File: src/rtl/rectangle128_pkg.sv
// Shared constants, FSM state type and subkey helpers for the RECTANGLE-128 key schedule.
package rectangle128_pkg;

    localparam int unsigned NUM_SKEYS = 26;
    localparam logic [4:0]  RC_INIT   = 5'h01;
    localparam logic [4:0]  LAST_IDX  = 5'(NUM_SKEYS - 1);

    localparam logic [3:0] SBOX [16] = '{
        4'h6, 4'h5, 4'hC, 4'hA, 4'h1, 4'hE, 4'h7, 4'h9,
        4'hB, 4'h0, 4'h3, 4'hD, 4'h8, 4'hF, 4'h4, 4'h2
    };

    typedef enum logic [1:0] {
        ST_IDLE  = 2'd0,
        ST_CLEAR = 2'd1,
        ST_GEN   = 2'd2,
        ST_DONE  = 2'd3
    } ks_state_t;

    // Low halfword of every row, Row3 in the top bits.
    function automatic logic [63:0] skey_extract(input logic [127:0] st);
        return {st[111:96], st[79:64], st[47:32], st[15:0]};
    endfunction

    function automatic logic [4:0] rc_next(input logic [4:0] rc);
        return {rc[3:0], rc[4] ^ rc[2]};
    endfunction

endpackage

File: src/rtl/rectangle128_ks_round.sv
// One combinational RECTANGLE-128 key-update round: column S-box on the low
// byte of each row, then the row Feistel/rotation step and round-constant XOR.
module rectangle128_ks_round
    import rectangle128_pkg::*;
(
    input  logic [127:0] state_i,
    input  logic [4:0]   rc_i,
    output logic [127:0] state_o
);

    logic [127:0] sub_s;
    logic [3:0]   col_s;
    logic [3:0]   sbx_s;
    logic [31:0]  r0_s;
    logic [31:0]  r1_s;
    logic [31:0]  r2_s;
    logic [31:0]  r3_s;
    logic [31:0]  n0_s;
    logic [31:0]  n2_s;

    // Substitute columns 0..7; each column nibble takes Row0 as its LSB.
    always_comb begin
        sub_s = state_i;
        col_s = 4'h0;
        sbx_s = 4'h0;
        for (int j = 0; j < 8; j++) begin
            col_s = {state_i[96 + j], state_i[64 + j], state_i[32 + j], state_i[j]};
            sbx_s = SBOX[col_s];
            sub_s[j]      = sbx_s[0];
            sub_s[32 + j] = sbx_s[1];
            sub_s[64 + j] = sbx_s[2];
            sub_s[96 + j] = sbx_s[3];
        end
    end

    assign r0_s = sub_s[31:0];
    assign r1_s = sub_s[63:32];
    assign r2_s = sub_s[95:64];
    assign r3_s = sub_s[127:96];

    assign n0_s = {r0_s[23:0], r0_s[31:24]} ^ r1_s ^ {27'd0, rc_i};
    assign n2_s = {r2_s[15:0], r2_s[31:16]} ^ r3_s;

    assign state_o = {r0_s, n2_s, r2_s, n0_s};

endmodule

File: src/rtl/rectangle128_keysched_ctrl.sv
// RECTANGLE-128 key-schedule sequencer: clears the subkey memory, then writes
// K0..K25 one per cycle through the memory write port.
module rectangle128_keysched_ctrl
    import rectangle128_pkg::*;
(
    input  logic         Clk,
    input  logic         flush,
    input  logic         start,
    input  logic [127:0] key_in,
    output logic         busy,
    output logic         done,
    output logic         skey_clr_n,
    output logic         skey_we,
    output logic [4:0]   skey_waddr,
    output logic [63:0]  skey_wdata
);

    ks_state_t    state_q;
    logic [4:0]   cnt_q;
    logic [4:0]   rc_q;
    logic [127:0] key_q;
    logic [127:0] key_d;
    logic         busy_q;
    logic         done_q;
    logic         clr_n_q;

    rectangle128_ks_round u_round (
        .state_i (key_q),
        .rc_i    (rc_q),
        .state_o (key_d)
    );

    // Schedule FSM with its registered status outputs.
    always_ff @(posedge Clk or negedge flush) begin
        if (!flush) begin
            state_q <= ST_IDLE;
            cnt_q   <= 5'd0;
            rc_q    <= RC_INIT;
            key_q   <= 128'd0;
            busy_q  <= 1'b0;
            done_q  <= 1'b0;
            clr_n_q <= 1'b1;
        end else begin
            case (state_q)
                ST_IDLE: begin
                    if (start) begin
                        state_q <= ST_CLEAR;
                        key_q   <= key_in;
                        rc_q    <= RC_INIT;
                        cnt_q   <= 5'd0;
                        clr_n_q <= 1'b0;
                        busy_q  <= 1'b1;
                    end
                end
                ST_CLEAR: begin
                    state_q <= ST_GEN;
                    clr_n_q <= 1'b1;
                end
                ST_GEN: begin
                    // The update after K25 is harmless; cnt saturates at the last index.
                    key_q <= key_d;
                    rc_q  <= rc_next(rc_q);
                    if (cnt_q == LAST_IDX) begin
                        state_q <= ST_DONE;
                        done_q  <= 1'b1;
                    end else begin
                        cnt_q <= cnt_q + 5'd1;
                    end
                end
                ST_DONE: begin
                    state_q <= ST_IDLE;
                    done_q  <= 1'b0;
                    busy_q  <= 1'b0;
                    cnt_q   <= 5'd0;
                end
                default: begin
                    state_q <= ST_IDLE;
                    busy_q  <= 1'b0;
                    done_q  <= 1'b0;
                    clr_n_q <= 1'b1;
                end
            endcase
        end
    end

    // Write port decodes only from registers, so inputs never reach it combinationally.
    always_comb begin
        if (state_q == ST_GEN) begin
            skey_we    = 1'b1;
            skey_waddr = cnt_q;
            skey_wdata = skey_extract(key_q);
        end else begin
            skey_we    = 1'b0;
            skey_waddr = 5'd0;
            skey_wdata = 64'd0;
        end
    end

    assign busy       = busy_q;
    assign done       = done_q;
    assign skey_clr_n = clr_n_q;

endmodule

File: config.mk
export PLATFORM = sky130hd
export DESIGN_NAME = rectangle128_keysched_ctrl
export DESIGN_NICKNAME = d
export VERILOG_FILES = /design/src/rtl/rectangle128_pkg.sv /design/src/rtl/rectangle128_ks_round.sv /design/src/rtl/rectangle128_keysched_ctrl.sv
export SDC_FILE = /design/constraint.sdc
export NUM_CORES = 1
export LEC_CHECK = 0
export BUFFER_PORTS_ARGS = -buffer_cell sky130_fd_sc_hd__buf_2
export CAP_MARGIN = 10
export CORE_ASPECT_RATIO = 1.1
export CORE_MARGIN = 4
export CORE_UTILIZATION = 55
export DETAILED_ROUTE_END_ITERATION = 8
export PLACE_DENSITY = 0.84
export SETUP_SLACK_MARGIN = 0.1
export SYNTH_ARGS = -nofsm -noshare
export SYNTH_HDL_FRONTEND = slang
export SYNTH_SLANG_ARGS = --single-unit
File: constraint.sdc
create_clock -name Clk -period 2.35 [get_ports Clk]
set_clock_uncertainty 0.1 [all_clocks]
set_input_delay 0.1175 -clock Clk [delete_from_list [all_inputs] [get_ports Clk]]
set_output_delay 0.1175 -clock Clk [all_outputs]
set_load 0.03 [all_outputs]
Word-level counts from Yosys, hierarchy flattened

Memory sizes are Yosys's and may differ from the RTL's.
Index checks and enable logic that the tools add are counted.

Flip-flop bits (word level): 143
Latch bits: 0
Memory bits (writable): 0
Memory bits (read-only): 512
Input bits: 131
Output and inout port bits: 73
Logic and storage cells: 90
Memories kept: 8

Memory list:

| memory          | words | bits a word | rd ports | clocked after memory_dff | write ports | RTL line                    | text |
|---|---|---|---|---|---|---|---|
| (no name shown) | 16    | 4           | 1        | 0                        | 0           | rectangle128_ks_round.sv:28 | `sbx_s = SBOX[col_s];` |
| (no name shown) | 16    | 4           | 1        | 0                        | 0           | rectangle128_ks_round.sv:28 |  |
| (no name shown) | 16    | 4           | 1        | 0                        | 0           | rectangle128_ks_round.sv:28 |  |
| (no name shown) | 16    | 4           | 1        | 0                        | 0           | rectangle128_ks_round.sv:28 |  |
| (no name shown) | 16    | 4           | 1        | 0                        | 0           | rectangle128_ks_round.sv:28 |  |
| (no name shown) | 16    | 4           | 1        | 0                        | 0           | rectangle128_ks_round.sv:28 |  |
| 2 more memories | n/a   | n/a         | n/a      | n/a                      | n/a         | n/a                         |  |

$add $sub $neg: 1
Multiply operators: 0
Div/mod/pow operators: 0
Magnitude comparators: 8
Equality and inequality tests: 7
Shifts and indexed selects: 0
Mux-type cells: 35
Bitwise logic cells: 12
Reductions and logical operators: 12

Operator list:

| operator                                                 | count |
|---|---|
| case mux 128 bit (2 select lines)                        | 1 |
| 2-to-1 mux 128 bit                                       | 1 |
| 2-to-1 mux 4 bit                                         | 16 |
| 2-to-1 mux 64 bit                                        | 1 |
| bitwise XOR 32 bit                                       | 2 |
| greater-or-equal comparator 5 bit, second input constant | 8 |
| NOT 4 -> 5 bit                                           | 8 |
| bitwise XOR 32 x 5 -> 32 bit                             | 1 |
| 2-to-1 mux 5 bit                                         | 4 |
| case mux 5 bit (3 select lines)                          | 1 |
| case mux 5 bit (2 select lines)                          | 1 |
| AND reduction 2 bit                                      | 5 |
| case mux 2 bit (4 select lines)                          | 1 |
| nonzero test 2 bit                                       | 4 |
| inequality test 2 bit, second input constant             | 3 |
| case mux 1 bit (2 select lines)                          | 3 |
| adder 5 x 1 -> 5 bit, second input constant              | 1 |
| equality test 5 bit, second input constant               | 1 |
| equality test 2 bit, second input constant               | 2 |
| 2-to-1 mux 1 bit                                         | 4 |
| 2-to-1 mux 2 bit                                         | 2 |
| AND reduction 3 bit                                      | 1 |
| nonzero test 3 bit                                       | 1 |
| equality test 2 x 1 -> 1 bit, second input constant      | 1 |
| 2 further kinds                                          | 2 |

Longest topological paths before layout

Depth in word-level cells: 7
Depth in mapped cells: 10
Gate-level depth less buffers: 7

By module

A second synthesis with hierarchy kept.

Cell total of the unflattened synthesis: 1010
Area total of the unflattened synthesis: 9561.7 um^2

By module, submodules not included:

| module                     | times used | cells each | area an instance (um^2) | seq. area each (um^2) |
|---|---|---|---|---|
| rectangle128_keysched_ctrl | 1          | 705        | 7136.8                  | 3580.9 |
| rectangle128_ks_round      | 1          | 305        | 2424.8                  | 0.0 |

Worst setup path before layout

OpenSTA, ideal clock, no wires.

Path kind: reg-to-output
Start: register state_q[0]
End: output port skey_wdata[23]
Arrival time: 2132 ps
Required time: 2132 ps
Path slack: 1 ps
Cell stages (with the launch flop): 9
Path buffers: 4
Cells stage by stage: dfrtp_1 inv_1 ha_1 inv_2 buf_6 buf_2 buf_2 buf_2 nor2_1

Cells in the longest elaborated chain, start to end: 2

Ends and longest elaborated chain:

| what                   | RTL line                         | text |
|---|---|---|
| from (decl)            | rectangle128_keysched_ctrl.sv:18 | `ks_state_t state_q;` |
| from (signal assigned) | rectangle128_keysched_ctrl.sv:36 | `state_q <= ST_IDLE;` |
| from (signal assigned) | rectangle128_keysched_ctrl.sv:47 | `state_q <= ST_CLEAR;` |
| from (signal assigned) | rectangle128_keysched_ctrl.sv:56 | `state_q <= ST_GEN;` |
| equality test 2 bit    | rectangle128_keysched_ctrl.sv:88 | `if (state_q == ST_GEN) begin` |
| 2-to-1 mux 64 bit      | rectangle128_keysched_ctrl.sv:88 |  |
| to (decl)              | rectangle128_keysched_ctrl.sv:15 | `output logic [63:0] skey_wdata` |

Every way passes these cells.

Worst setup path after layout

Start: register state_q[0]
End: output port skey_wdata[8]

Same word-level chain as after synthesis.

==> impl_metrics.json <==
{
  "status": "complete, but fails checks",
  "violations": "hold timing",
  "worstPathArrival_ns": 2.01,
  "hold_slack_ns": -0.0004364,
  "cts_tree": "done",
  "r2r-end": "key_q[80]$_DFFE_PN0P_",
  "multi_input_area_mm2": 0.004925,
  "grt_setup_unrepaired": "true",
  "synth_top_area_share_pct": 39.23,
  "required_ns": 2.13,
  "syn_area_per_cell_um2": 8.758,
  "coreArea_mm2": 0.01586,
  "grt_pass1_vias": 8918,
  "port_buffers": 203,
  "max_freq_mhz": 449.0,
  "clock_latency_ns": 0.43,
  "row_count": 48,
  "antenna_found_initial": 2,
  "cts_root_buf": "clkbuf_16",
  "synth_fp_nets": 1200,
  "r2r_start": "state_q[0]$_DFFE_PN0P_",
  "synth_cells": 1027,
  "slew_headroom_pct": 58.90,
  "place.gp.congestion": 0.8882,
  "numCtsBuffers": 17,
  "drcViolationCount": 0,
  "synth-edff-count": 0,
  "grt_use_total_pct": 31.92,
  "wirelength_um": 30090,
  "maxCapViolCount": 0,
  "synth_seq_cells": 143,
  "min_path_type": "in2reg",
  "synth_most_common_cell": "dfrtp_1",
  "finalHoldViolCount": 1,
  "synth_common_cells": "dfrtp_1, nand2_1, a21oi_1",
  "cts_sinks": 143,
  "grt_pass1_wl_um": 46040,
  "setup-tns-final_ns": 0,
  "drt_iter0_drc": 882,
  "synthesis.area_mm2": 0.008995,
  "setup_violations": 0,
  "ys_seq_area_share_pct": 39.81,
  "reg2reg_slack_ns": 0.22,
  "synthArstFlopShare_pct": 100.0,
  "area_growth_pct": 34.04,
  "fin_crit_sh_pct": 94.77,
  "ys_types": 46,
  "vdd_ir_drop_max_mv": 0.9466,
  "vias_per_cell": 5.861,
  "critPathLaunch": "state_q[0]$_DFFE_PN0P_",
  "dieArea_mm2": 0.01847,
  "seqCellArea_mm2": 0.003583,
  "worst_setup_path_end_kind": "primary output",
  "ys_warn_count": 0,
  "cts.clk_slew.worst_paths_ns": 0.06,
  "fill_cells": 1027,
  "cp-start-kind": "flip-flop",
  "synth_area_leader_cell": "dfrtp_1",
  "synth_area_leaders": "dfrtp_1, a21oi_1, ha_1, xnor2_1, nand2_1",
  "initial_utilization_pct": 56.73,
  "drive_above_1_share_pct": 22.49,
  "crit_end": "skey_wdata[8]",
  "tightest_slew_ns": 0.6128,
  "reg2regPathDepth": 8,
  "path_class": "reg2out",
  "grt_start_max_net_pins": 84,
  "dp_hpwl_um": 18890,
  "ios": 204,
  "clockBufferDepth": 2,
  "die_y_um": 142.1,
  "period_minus_slack_ns": 2.227,
  "leakagePower_nw": 5.593,
  "overflow": 0,
  "drv_slew": 0,
  "nets": 1495,
  "vias": 9009,
  "path_max_fanout": 72,
  "fp.dieW_um": 129.9,
  "ant_nets": 0,
  "dr.pass1.iters": 6,
  "p_per_area_mw_per_mm2": 1566,
  "p_total_w": 0.01888,
  "h-tree-depth": 4,
  "ys.flop_type": "dfrtp_1",
  "wl_per_cell_um": 19.58
}
==> worst max-delay path, cell delays in order, from the launching register on <==
cell	delay, ns
dfrtp_1	0.42
inv_2	0.10
ha_4	0.20
buf_16	0.32
and2_1	0.28
buf_2	0.23
==> per-stage QoR <==
| step | instance area, um^2 | worst slack, ns | utilization [%] | cells |
|---|---|---|---|---|
| finish | 12060 | 0.1228 | 76.04 | 1537 |
| global route | 12050 | 0.08385 | 76.03 | 1536 |
| CTS | 11980 | 0.1033 | 75.56 | 1532 |
| detailed placement | 10210 | 0.1729 | 64.40 | 1384 |
| global placement | 10210 | 0.2829 | 64.40 | 1384 |
| floorplan | 9015 | 0.0005722 | - | 1027 |
==> area by class of cell <==
class                      count  area share (%)
clock buffer                  21           3.819
sequential                   143           29.72
timing repair buffer         351           21.56
tap                          200           2.076
inverter                      24          0.7680
clock inverter                10           1.142
multi-input combinational    785           40.85
antenna                        3         0.06227
==> where the power goes <==
part	switching (W)	internal (W)	total, W	leakage, nW
sequential	0.00164	0.00374	0.00538	1.75
clock	0.00106	0.00172	0.00277	0.289
combinational	0.00631	0.00442	0.0107	3.55
total	0.00901	0.00987	0.0189	5.59
==> flip-flops by register name, indices dropped and copies added (netlist names) <==
name        count
busy            1
skey_clr_n      1
key_q         128
state_q         2
done            1
rc_q            5
cnt_q           5
==> kinds of logic after synthesis <==
kind of cell    Yosys count  share of synthesized area, %
mux                      55                         6.287
xor+xnor                 58                         5.648
buf+inv                  99                         5.828
compound gates          303                         19.72
simple gates            327                         16.86
flops                   143                         39.81
fa+ha+maj                42                         5.842
==> metal layers <==
layer / track usage, % / vias up / wire length, um
met2: 53.27 / 516 / 14790
met1: 39.19 / 4286 / 11560
met5: 0 / - / 0
met4: 15.59 / 0 / 1410
met3: 6.869 / 110 / 2330
li1: - / 4097 / -
==> placed cells by master (no fill, tap or decap), types with 4 or more instances in the layout <==
master	n
nand3_1	16
buf_4	22
mux2_1	5
mux2i_1	43
inv_1	22
dlygate4sd3_1	117
a31o_1	4
ha_1	41
buf_2	197
dfrtp_1	139
nor2b_1	4
and3_1	7
mux2_2	7
o21ai_0	58
a22o_1	11
nor2_1	72
nor3_1	10
o21ai_1	64
o31ai_2	6
xnor2_1	55
a211o_1	13
a211oi_1	9
clkbuf_16	18
nor2_2	10
and2_1	59
buf_12	8
nand2b_1	19
o211ai_1	14
nand2_1	123
a21oi_1	112
==> what timing repair did <==
item                                    4_1_cts  5_1_grt
resized for setup                             1       14
endpoints found under the setup margin        8       27
gates cloned                                  0        1
hold buffers                                116        1
endpoints found under the hold margin       212        1
buffers inserted                              1        0
==> worst min path at each step <==
stage / from / to / slack [ns] / depth (start not counted)
after floorplan: flush / busy$_DFFE_PN0P_ / -0.28 / 0
after global placement: flush / key_q[77]$_DFFE_PN0P_ / 0.01 / 1
after detailed placement: flush / key_q[77]$_DFFE_PN0P_ / 0.006 / 1
after CTS: key_in[80] / key_q[80]$_DFFE_PN0P_ / 0.004 / 3
after global routing: key_in[116] / key_q[116]$_DFFE_PN0P_ / 0.03 / 3
final: key_in[116] / key_q[116]$_DFFE_PN0P_ / -0.0004 / 3
(Power assumes the default switching activity.)
